## src/rtl/divider_scheduler_if.sv

```systemverilog
// Request/grant bus between the requesters and the shared divider scheduler.
interface divider_scheduler_if #(
    parameter int unsigned bitField = 4
);
    logic [1:0]          REQ;
    logic [bitField-1:0] N0;
    logic [bitField-1:0] N1;
    logic [bitField-1:0] CYC0;
    logic [bitField-1:0] CYC1;
    logic [1:0]          GNT;
    logic                BUSY;
    logic                OUT;
    logic [bitField-1:0] Count;
    logic [1:0]          DONE;

    // Requester side drives requests and job parameters.
    modport master (
        output REQ, N0, N1, CYC0, CYC1,
        input  GNT, BUSY, OUT, Count, DONE
    );

    // Scheduler side answers with grant, divider pulses and completion.
    modport slave (
        input  REQ, N0, N1, CYC0, CYC1,
        output GNT, BUSY, OUT, Count, DONE
    );
endinterface

```

## src/rtl/divider_scheduler.sv

```systemverilog
// Round-robin scheduler sharing one modulo-N event counter between two
// requesters; emits one OUT pulse per divide period and a DONE pulse per job.
module divider_scheduler #(
    parameter int unsigned bitField = 4,
    parameter int unsigned NMIN     = 2
) (
    input logic                CLK,
    input logic                CLEAR,
    divider_scheduler_if.slave bus
);
    typedef enum logic [1:0] {IDLE, RUN, FIN} state_t;

    state_t              state;
    logic                win;
    logic                last;
    logic [bitField-1:0] ratio_r;
    logic [bitField-1:0] rem_r;

    logic                pick_c;
    logic [bitField-1:0] n_pick_c;
    logic [bitField-1:0] cyc_pick_c;
    logic [bitField-1:0] ratio_pick_c;
    logic [bitField-1:0] ratio_m1_c;
    logic [bitField-1:0] ratio_m2_c;
    logic                req_win_c;

    // Winner selection and clamped ratio for the next grant decision.
    always_comb begin
        pick_c = 1'b0;
        if (bus.REQ == 2'b10) begin
            pick_c = 1'b1;
        end else if (bus.REQ == 2'b11) begin
            pick_c = ~last;
        end
        n_pick_c     = pick_c ? bus.N1 : bus.N0;
        cyc_pick_c   = pick_c ? bus.CYC1 : bus.CYC0;
        ratio_pick_c = (n_pick_c < bitField'(NMIN)) ? bitField'(NMIN) : n_pick_c;
        ratio_m1_c   = ratio_r - bitField'(1);
        ratio_m2_c   = ratio_r - bitField'(2);
        req_win_c    = bus.REQ[win];
    end

    // Job FSM with registered outputs; all updates on the falling edge.
    always_ff @(negedge CLK or posedge CLEAR) begin
        if (CLEAR) begin
            state     <= IDLE;
            last      <= 1'b1;
            win       <= 1'b0;
            ratio_r   <= bitField'(NMIN);
            rem_r     <= '0;
            bus.GNT   <= 2'b00;
            bus.BUSY  <= 1'b0;
            bus.OUT   <= 1'b0;
            bus.Count <= '0;
            bus.DONE  <= 2'b00;
        end else begin
            case (state)
                IDLE: begin
                    bus.DONE  <= 2'b00;
                    bus.OUT   <= 1'b0;
                    bus.Count <= '0;
                    bus.GNT   <= 2'b00;
                    bus.BUSY  <= 1'b0;
                    if (bus.REQ != 2'b00) begin
                        win      <= pick_c;
                        ratio_r  <= ratio_pick_c;
                        rem_r    <= cyc_pick_c;
                        bus.GNT  <= {pick_c, ~pick_c};
                        bus.BUSY <= 1'b1;
                        state    <= (cyc_pick_c == '0) ? FIN : RUN;
                    end
                end
                RUN: begin
                    if (!req_win_c) begin
                        // Requester withdrew: drop the job without DONE.
                        bus.GNT   <= 2'b00;
                        bus.BUSY  <= 1'b0;
                        bus.Count <= '0;
                        bus.OUT   <= 1'b0;
                        last      <= win;
                        state     <= IDLE;
                    end else if (bus.Count == ratio_m2_c) begin
                        bus.Count <= ratio_m1_c;
                        bus.OUT   <= 1'b1;
                    end else if (bus.Count == ratio_m1_c) begin
                        bus.Count <= '0;
                        bus.OUT   <= 1'b0;
                        rem_r     <= rem_r - bitField'(1);
                        if (rem_r == bitField'(1)) begin
                            state <= FIN;
                        end
                    end else begin
                        bus.Count <= bus.Count + bitField'(1);
                        bus.OUT   <= 1'b0;
                    end
                end
                FIN: begin
                    bus.DONE  <= {win, ~win};
                    bus.GNT   <= 2'b00;
                    bus.BUSY  <= 1'b0;
                    bus.Count <= '0;
                    bus.OUT   <= 1'b0;
                    last      <= win;
                    state     <= IDLE;
                end
                default: state <= IDLE;
            endcase
        end
    end
endmodule

```

## src/flat_wrapper.sv

```systemverilog
// flat-port wrapper written by rule: the top's interface ports become plain ports
module divider_scheduler_flat 
#(
    parameter int unsigned bitField = 4,
    parameter int unsigned NMIN     = 2
)
  (CLK, CLEAR, bus_REQ, bus_N0, bus_N1, bus_CYC0, bus_CYC1, bus_GNT, bus_BUSY, bus_OUT, bus_Count, bus_DONE);
  divider_scheduler_if #(.bitField(bitField)) bus_i ();
  input logic CLK;
  input logic CLEAR;
  input wire logic [$bits(bus_i.REQ)-1:0] bus_REQ;
  input wire logic [$bits(bus_i.N0)-1:0] bus_N0;
  input wire logic [$bits(bus_i.N1)-1:0] bus_N1;
  input wire logic [$bits(bus_i.CYC0)-1:0] bus_CYC0;
  input wire logic [$bits(bus_i.CYC1)-1:0] bus_CYC1;
  output wire logic [$bits(bus_i.GNT)-1:0] bus_GNT;
  output wire logic [$bits(bus_i.BUSY)-1:0] bus_BUSY;
  output wire logic [$bits(bus_i.OUT)-1:0] bus_OUT;
  output wire logic [$bits(bus_i.Count)-1:0] bus_Count;
  output wire logic [$bits(bus_i.DONE)-1:0] bus_DONE;
  assign bus_i.REQ = bus_REQ;
  assign bus_i.N0 = bus_N0;
  assign bus_i.N1 = bus_N1;
  assign bus_i.CYC0 = bus_CYC0;
  assign bus_i.CYC1 = bus_CYC1;
  assign bus_GNT = bus_i.GNT;
  assign bus_BUSY = bus_i.BUSY;
  assign bus_OUT = bus_i.OUT;
  assign bus_Count = bus_i.Count;
  assign bus_DONE = bus_i.DONE;
  divider_scheduler #(.bitField(bitField), .NMIN(NMIN)) u_core (.CLK(CLK), .CLEAR(CLEAR), .bus(bus_i));
endmodule
```

## config.mk

```make
export PLATFORM = sky130hd
export DESIGN_NAME = divider_scheduler_flat
export DESIGN_NICKNAME = d
export VERILOG_FILES = /design/src/rtl/divider_scheduler_if.sv /design/src/rtl/divider_scheduler.sv /design/src/flat_wrapper.sv
export SDC_FILE = /design/constraint.sdc
export NUM_CORES = 1
export LEC_CHECK = 0
export CORE_ASPECT_RATIO = 0.5
export CORE_UTILIZATION = 25
export CTS_CLUSTER_DIAMETER = 40
export DETAILED_ROUTE_END_ITERATION = 10
export PLACE_DENSITY = 0.41
export SETUP_SLACK_MARGIN = 0.5
export SYNTH_ARGS = -nofsm -noshare
export SYNTH_HDL_FRONTEND = slang
export SYNTH_SLANG_ARGS = --single-unit
```

## constraint.sdc

```tcl
create_clock -name CLK -period 2.7 [get_ports CLK]
set_clock_uncertainty 0.1 [all_clocks]
set_input_delay 0.81 -clock CLK [delete_from_list [all_inputs] [get_ports CLK]]
set_output_delay 0.81 -clock CLK [all_outputs]
set_load 0.02 [all_outputs]
```

==> out/qor.yml <==
place:
  io_buffers: 29
  gp_routability_congestion: 0.7608
  dp_hpwl_um: 3250
  dpl_cell_area_um2: 2206
setup_path:
  arrival_ps: 1800
  end_kind: "register"
  critPathKind: "primary input to register"
  reg2reg_depth: 7
  cp.required_ps: 1380
  timing.rr.end: "u_core.state[0]$_DFFE_NP0P_"
  r2r-start: "u_core.ratio_r[1]$_DFFE_NP1P_"
  critical_path.startpoint: "bus_REQ[1]"
  crit_fanout: 5
  startpoint_type: "primary input"
  r2r_slack_ps: 110
worst_hold_path:
  min_path_type: "register to register"
  whs_endpoint: "u_core.bus.GNT[1]$_DFFE_NP0P_"
  hold_start: "u_core.bus.GNT[1]$_DFFE_NP0P_"
  hold_depth: 2
cells_and_area:
  antenna-diode-count: 0
  final_nets: 268
  fin_util_pct: 44.63
  area_growth_pct: 64.42
  drive_gt1_share_pct: 37.97
  fin_area_um2: 2567
global_route:
  gr-total-overflow: 0
  grt_pass1_wl_um: 6975
  grtUsageTotal_pct: 13.71
  grt_max_degree: 14
  grt_pass1_vias: 1411
  antenna_found_initial: 0
sta:
  hold_viol: 0
  setup_violations: 30
  setup_tns_ps: -10100
  worstMarginPinSlew_ps: 583.3
  slew_viol_final: 0
  rsz0062_at_grt: "true"
  layout_setup_ws_ps: -421.4
  holdWs_ps: 396.6
  slew_headroom_pct: 61.12
run:
  drv_cap: 0
outcome:
  status: "finished with violations"
  failed_checks: "setup timing"
synth:
  synth_top_area_share_pct: 32.05
  synth_fp_nets: 200
  ys_seq_area_share_pct: 35.42
  syn_area_um2: 1561
  synth_area_per_cell_um2: 9.185
  synth_flop_cell: "dfrtn_1"
  synth_edf_count: 0
  synthCells: 170
  synth_seq_cells: 22
  async_flop_share_pct: 100.0
  yosys-top-cells-area: "dfrtn_1 32%, ha_1 8.0%, mux2i_1 5.8%"
  synth_cell_types: 46
  yosysWarnings: 0
  yosys.area.top_type: "dfrtn_1"
pwr:
  p_total_uw: 2742
  p_switching_uw: 1141
  p_int_uw: 1601
  powerDensity_nw_per_um2: 1068
  ir_worst_vdd_v: 0.0004174
  total_leakage_power_uw: 0.001155
  comb_power_share_pct: 62.5
  clkPwrFrac_pct: 14.5
  p_seq_share_pct: 23.0
  netSwitchingFraction_pct: 41.62
die:
  chipWidth_um: 113.8
  die_area_um2: 6585
  ios: 30
  start_util_pct: 27.14
  rows: 19
  die_h_um: 57.89
  design.core.area_um2: 5753
clock_network:
  clk_pin_slew_ps: 50
  cts_buffers: 3
  hold_buffers: 0
  clk_latency_ps: 340
  clock-sinks: 22
  htree_levels: 1
  cts_root_buf: "clkbuf_16"
  clockBufferDepth: 2
  cts_tree: "yes"
drt:
  drtIter0Drc: 47
  vias: 1455
  avgViaCountPerCell: 4.533
  wl_per_cell_um: 12.87
  firstDrtPassIters: 4
  drc: 0
  drt_wl_total_um: 4132
  ant_nets: 0
per-stage QoR:
| stage | std cells | setup slack [ps] |
|---|---|---|
| 4_1_cts | 315 | -486.9 |
| 6_report | 321 | -421.4 |
| 3_3_place_gp | 304 | -1207 |
| 2_1_floorplan | 170 | -612.2 |
| 3_5_place_dp | 304 | -1261 |
| 5_1_grt | 321 | -460.1 |
layout make-up:
class                      instances  area [um2]
timing repair buffer              68       639.4
multi-input combinational        129        1114
clock inverter                     2       7.507
inverter                          12       48.80
clock buffer                       4       100.1
tap                               84       105.1
sequential                        22       553.0
fill                             569        3186
flip-flops by register name, summed over array words and instances, names as in the netlist:
signal	count
u_core.bus.Count	4
u_core.bus.OUT	1
u_core.bus.BUSY	1
u_core.ratio_r	4
u_core.last	1
u_core.rem_r	4
u_core.bus.GNT	2
u_core.bus.DONE	2
u_core.win	1
u_core.state	2
power by group through the flow:
stage | Clock (uW) | Combinational [uW] | Sequential [uW]
6_report | 398 | 1710 | 630
3_5_place_dp | 6.96 | 1500 | 625
2_1_floorplan | 6.96 | 999 | 667
4_1_cts | 412 | 1610 | 631
3_3_place_gp | 6.96 | 1500 | 627
5_1_grt | 430 | 1880 | 650
timing repair:
action | 4_1_cts | 5_1_grt
buffers inserted | 6 | 6
setup endpoints to repair | 52 | 30
pin swaps | 12 | 6
resized for setup | 107 | 16
critical path: stages:
cell,delay (ps)
buf_8,100
a21boi_4,130
buf_12,140
mux2i_4,190
a41o_1,250
a21oi_1,120
a21oi_1,60
logic make-up (layout without fill, tap and decap cells):
group                    after synthesis  after routing  share of synthesized area [%]
buffers and inverters                 19             86                          4.728
AND/OR/NAND/NOR                       52             52                          16.51
XOR/XNOR                               9              9                          6.491
multiplexers                          10             10                          6.491
adder cells (fa/ha/maj)               10             10                          8.013
AO/OA/AOI/OAI                         48             48                          22.36
flip-flops                            22             22                          35.42
synth_stat cells (all sizes together) (3+ instances only):
cell,n
xnor2,5
dfrtn,20
nand2,16
o31ai,7
or3,3
nor2,15
mux2i,9
a22o,3
a21oi,8
o21ai,15
ha,10
clkbuf,4
nand2b,3
nand3,3
xor2,3
inv,13
cells in the final DEF, fill, tap and decap left out, drive strengths merged, types with 2 or more instances in the layout:
cell           count
a21boi             2
a21oi              8
a22o               3
and2               2
buf               52
clkbuf             4
clkdlybuf4s50      2
dfrtn             20
dfstp              2
dlygate4sd2       13
ha                10
inv               13
mux2i              9
nand2             16
nand2b             3
nand3              3
nor2              15
o21ai             15
o22ai              2
o2bb2ai            2
o31ai              7
or2                2
or3                3
xnor2              5
xor2               3
metal layers:
layer | track usage [%] | vias to the layer above | wire, um
li1 | - | 751 | -
met5 | 0 | - | 0
met1 | 19.66 | 686 | 2194
met4 | 2.820 | 0 | 30
met2 | 21.08 | 14 | 1799
met3 | 3.243 | 4 | 107
worst max path at each step:
stage	depth (start not counted)	slack (ps)	end
floorplan	5	-610	u_core.state[0]$_DFFE_NP0P_
global placement	5	-1210	u_core.state[0]$_DFFE_NP0P_
detailed placement	5	-1260	u_core.state[0]$_DFFE_NP0P_
CTS	5	-490	u_core.state[0]$_DFFE_NP0P_
global route	7	-460	u_core.state[1]$_DFFE_NP0P_
finish	7	-420	u_core.state[1]$_DFFE_NP0P_
Note: power is estimated with default switching activity, not from simulation.
